### src/rtl/bitslice2_ctrl.sv
// bitslice2_ctrl: sequencing controller for one 16-word latch-based bitslice2.
// Arbitrates write/read requests and drives one-hot latch gates (DGWCLK) and
// read word-lines (RWL) straight from flops, so the latch gates are glitch-free.
// Read data is captured from the slice's DOUT after RD_LAT cycles of a stable RWL.
module bitslice2_ctrl #(
   parameter int WORDS  = 16,
   parameter int ADDR_W = 4,
   parameter int RD_LAT = 1
) (
   input  logic              clk,
   input  logic              rst_n,
   input  logic              wr_valid,
   output logic              wr_ready,
   input  logic [ADDR_W-1:0] wr_addr,
   input  logic              wr_data,
   input  logic              rd_valid,
   output logic              rd_ready,
   input  logic [ADDR_W-1:0] rd_addr,
   output logic              rsp_valid,
   output logic              rsp_data,
   input  logic              rsp_ready,
   output logic              DIN,
   output logic [WORDS-1:0]  DGWCLK,
   output logic [WORDS-1:0]  RWL,
   input  logic              DOUT
);

   typedef enum logic [2:0] {
      IDLE,
      WR_SETUP,
      WR_PULSE,
      WR_HOLD,
      RD_SEL,
      RD_RESP
   } state_t;

   state_t            state;
   logic [ADDR_W-1:0] addr_q;
   logic [2:0]        lat_cnt;
   logic              prio_wr;

   function automatic logic [WORDS-1:0] onehot(input logic [ADDR_W-1:0] a);
      logic [WORDS-1:0] v;
      v    = '0;
      v[a] = 1'b1;
      return v;
   endfunction

   // NOTE: the ready signals must be combinational because the handshake
   // completes on the same edge that valid is first seen. They are gated with
   // rst_n so that no request is acknowledged while reset is held.
   assign wr_ready = rst_n && (state == IDLE) && wr_valid && (!rd_valid || prio_wr);
   assign rd_ready = rst_n && (state == IDLE) && rd_valid && (!wr_valid || !prio_wr);

   // Sequencer: state, arbitration priority, and every slice-facing output register.
   // NOTE: all state here uses non-blocking assignments so each register samples
   // the values from before the edge, independent of statement order.
   always_ff @(posedge clk) begin
      if (!rst_n) begin
         state     <= IDLE;
         addr_q    <= '0;
         lat_cnt   <= '0;
         prio_wr   <= 1'b1;
         rsp_valid <= 1'b0;
         rsp_data  <= 1'b0;
         DIN       <= 1'b0;
         DGWCLK    <= '0;
         RWL       <= '0;
      end else begin
         case (state)
            IDLE: begin
               if (wr_ready) begin
                  state  <= WR_SETUP;
                  DIN    <= wr_data;
                  addr_q <= wr_addr;
                  // A contested grant hands priority to the loser.
                  if (rd_valid) prio_wr <= ~prio_wr;
               end else if (rd_ready) begin
                  state   <= RD_SEL;
                  RWL     <= onehot(rd_addr);
                  lat_cnt <= 3'(RD_LAT);
                  if (wr_valid) prio_wr <= ~prio_wr;
               end
            end
            WR_SETUP: begin
               // The slice has registered DIN into GDIN on this edge; open the latch.
               DGWCLK <= onehot(addr_q);
               state  <= WR_PULSE;
            end
            WR_PULSE: begin
               DGWCLK <= '0;
               state  <= WR_HOLD;
            end
            WR_HOLD: begin
               // Extra cycle keeps DIN/GDIN stable past the latch closing edge.
               state <= IDLE;
            end
            RD_SEL: begin
               lat_cnt <= lat_cnt - 3'd1;
               if (lat_cnt == 3'd1) begin
                  rsp_data  <= DOUT;
                  rsp_valid <= 1'b1;
                  state     <= RD_RESP;
               end
            end
            RD_RESP: begin
               if (rsp_ready) begin
                  rsp_valid <= 1'b0;
                  RWL       <= '0;
                  state     <= IDLE;
               end
            end
            default: state <= IDLE;
         endcase
      end
   end

endmodule
### config.mk
export PLATFORM = sky130hd
export DESIGN_NAME = bitslice2_ctrl
export DESIGN_NICKNAME = d
export VERILOG_FILES = /design/src/rtl/bitslice2_ctrl.sv
export SDC_FILE = /design/constraint.sdc
export NUM_CORES = 1
export LEC_CHECK = 0
export ABC_AREA = 1
export CAP_MARGIN = 20
export CELL_PAD_IN_SITES_DETAIL_PLACEMENT = 1
export CELL_PAD_IN_SITES_GLOBAL_PLACEMENT = 2
export CORE_MARGIN = 10
export CORE_UTILIZATION = 28
export CTS_CLUSTER_SIZE = 16
export DETAILED_ROUTE_END_ITERATION = 16
export PLACE_DENSITY = 0.86
export RECOVER_POWER = 100
export SYNTH_ARGS = -nofsm -noshare
export SYNTH_HDL_FRONTEND = slang
export SYNTH_SLANG_ARGS = --single-unit
### constraint.sdc
create_clock -name clk -period 1.9 [get_ports clk]
set_input_delay 0.19 -clock clk [delete_from_list [all_inputs] [get_ports clk]]
set_output_delay 0.19 -clock clk [all_outputs]
set_load 0.03 [all_outputs]
==> results.toml <==
[synth]
yosys.area_share.xor_xnor = 0.00414
synth_compound_area_frac = 0.0964
async_flop_share = 0
synth_top_family_by_area = "simple AND/OR/NAND/NOR gates"
postSynthCellCount = 317
yosysWarnings = 0
ys_ff_latch = 46
ys_top_cells_by_area = "dfxtp_1 (44%), nand2_1 (14%), nor2_1 (11%)"
synth_nets = 334
yosys.cell_count.top_type = "nand2_1"
synth_cell_type_count = 23
syn_avg_cell_area_um2 = 6.67
muxShareOfSynthArea = 0
synthSimpleGateAreaFrac = 0.349
netlist_area_mm2 = 0.00212
synth_top_flop_cell = "dfxtp_1"
synth_fa_ha_area_frac = 0.0118
yosysTopAreaCellShare = 0.435
synth_commonest_cells = "nand2_1 (77), nor2_1 (61), dfxtp_1 (46), inv_1 (39), a21oi_1 (28)"
yosysSeqAreaShare = 0.435
synth-edff-count = 0
synth_top_area_cell = "dfxtp_1"

[routing]
dr.pass1.iters = 4
drc = 0
wl_per_cell_um = 12.9
via_per_inst = 4.44
ant_nets = 0
vias = 2091
drtIter0Drc = 55
postRouteWirelength_um = 6100

[sta]
clock_skew_ns = 0.0131
clock.fmax_mhz = 580
slew_headroom = 0.635
rsz0062_at_grt = "no"
min_period_ns = 1.72
fin_crit_sh = 0.907
worst_pin_slew_ns = 0.548
setup_tns_ns = 0
finalSetupViolations = 0
drv_slew = 0
finalHoldViolCount = 0

[pwr]
power.share.clock = 0.180
p_leak_uw = 0.00133
p_int_uw = 1920
power_density_mw_per_mm2 = 1200
switching_share = 0.431
vdd_ir_drop_max_uv = 479
p_switching_uw = 1460
combPwrFrac = 0.441
seqPwrFrac = 0.379

[critical_path]
path_max_fanout = 9
critPathLaunchType = "flip-flop"
critPathRequiredTime_ns = 1.71
cp.arrival_ns = 1.53
end_kind = "output pin"
worstSetupPathType = "reg -> out"

[cts]
cts_setup_buffers = 0
htree_levels = 2
tritoncts = "yes"
cts.clk_slew.worst_paths_ns = 0.09
clkSinkCount = 46
numCtsBuffers = 5
worstSkewPairLatency_ns = 0.30
clk_path_buf_depth = 2
root_buffer = "clkbuf_8"

[global_route]
grt.total_usage = 0.110
grt-ovfl-total = 0
grt_pass1_wl_um = 10500
grt_max_degree = 23
grt_antenna_before_repair = 0
grt_pass1_vias = 2184

[place]
gp_congestion = 0.788
dp_hpwl_um = 4750
placed_area_mm2 = 0.00276
port_buffers = 51

[layout]
fin_nets = 388
design_area_mm2 = 0.00282
area_growth_pct = 33.2
antenna_cells = 0
final_layout_size_suffix_gt1_frac = 0.0645

[die]
die-area_mm2 = 0.0114
die_h_um = 107
start_util = 0.290
num_io_pins = 52
coreArea_mm2 = 0.00729
die_w_um = 107
row_count = 31

[job]
cap_viol_max_count = 0

[run_status]
status = "complete, no violations"

[min_path]
hold_class = "reg -> reg"
## sequential cells by signal, indices dropped and copies added, names as in the netlist
register   cells
RWL           16
rsp_valid      1
DIN            1
prio_wr        1
DGWCLK        16
state          3
addr_q         4
lat_cnt        3
rsp_data       1
## logic make-up (layout without fill, tap and decap cells)
logic type,Yosys count,in the layout
AOI/OAI and AO/OA,39,39
xor gates and xnor gates,1,1
adders and majority gates,2,2
buffers and inverters,54,109
DFF,46,46
and+or+nand+nor,175,175
## cells in the final DEF (no fill, tap or decap), drive strengths merged, types with 2 or more instances in the layout
master | netlist | routed
nand4 | 7 | 7
dlygate4sd3 | 0 | 36
a21oi | 28 | 28
nor3 | 4 | 4
buf | 8 | 5
or2 | 4 | 4
nand2 | 77 | 77
clkdlybuf4s50 | 0 | 13
dfxtp | 46 | 46
nand3 | 19 | 19
clkinv | 0 | 2
clkbuf | 4 | 11
nand3b | 2 | 2
inv | 42 | 42
nor2 | 62 | 62
ha | 2 | 2
o21ai | 9 | 9
## through the flow
| stage | util | instances | hold slack [ns] | power, µW | setup WS (ns) |
|---|---|---|---|---|---|
| final | 0.387 | 471 | 0.464 | 3380 | 0.176 |
| after global placement | 0.378 | 463 | 0.450 | 2830 | 0.254 |
| after detailed placement | 0.378 | 463 | 0.455 | 2870 | 0.207 |
| after global routing | 0.387 | 471 | 0.486 | 3700 | 0.0260 |
| after CTS | 0.390 | 471 | 0.470 | 3490 | 0.0408 |
| after floorplan | - | 317 | 0.354 | 2360 | 0.591 |
## worst max-delay path, cell delays in order (launching register included)
cell and delay (ns):
dfxtp_1 0.38, nor2_4 0.18, nand3_2 0.09, inv_1 0.09
nand3_2 0.16, inv_2 0.15, buf_4 0.18
## power by group through the flow
| stage | Clock [µW] | Combinational (µW) | Sequential (µW) |
|---|---|---|---|
| 3_3_place_gp | 0 | 1540 | 1290 |
| 4_1_cts | 632 | 1580 | 1280 |
| 5_1_grt | 681 | 1700 | 1310 |
| 2_1_floorplan | 0 | 884 | 1480 |
| 3_5_place_dp | 0 | 1570 | 1300 |
| 6_report | 608 | 1490 | 1280 |
## final cells by class
class,count,area [µm²]
Inverter,42,158
Multi-Input combinational cell,217,981
Fill cell,951,4470
Clock inverter,2,13.8
Clock buffer,6,72.6
Tap cell,99,124
Timing Repair Buffer,59,549
Sequential cell,46,921
## timing repair
action	4_1_cts	5_1_grt
hold buffers	0	0
setup endpoints to repair	0	1
gates resized for setup	0	2
## metal layers
layer	track usage	part of all wire
met1	0.130	0.47
met2	0.188	0.47
met3	0.0311	0.053
met4	0.0368	0.011
met5	0	0
## worst paths after layout
path,from,endpoint,slack [ns],cells after the start
worst min-delay path,DGWCLK[9],DGWCLK[9],0.46,2
worst min register to register,DGWCLK[9],DGWCLK[9],0.46,2
worst max register to register,state[2],DGWCLK[13],0.28,7
worst max-delay path,state[0],wr_ready,0.18,6
Power figures use the tool's default switching activity.
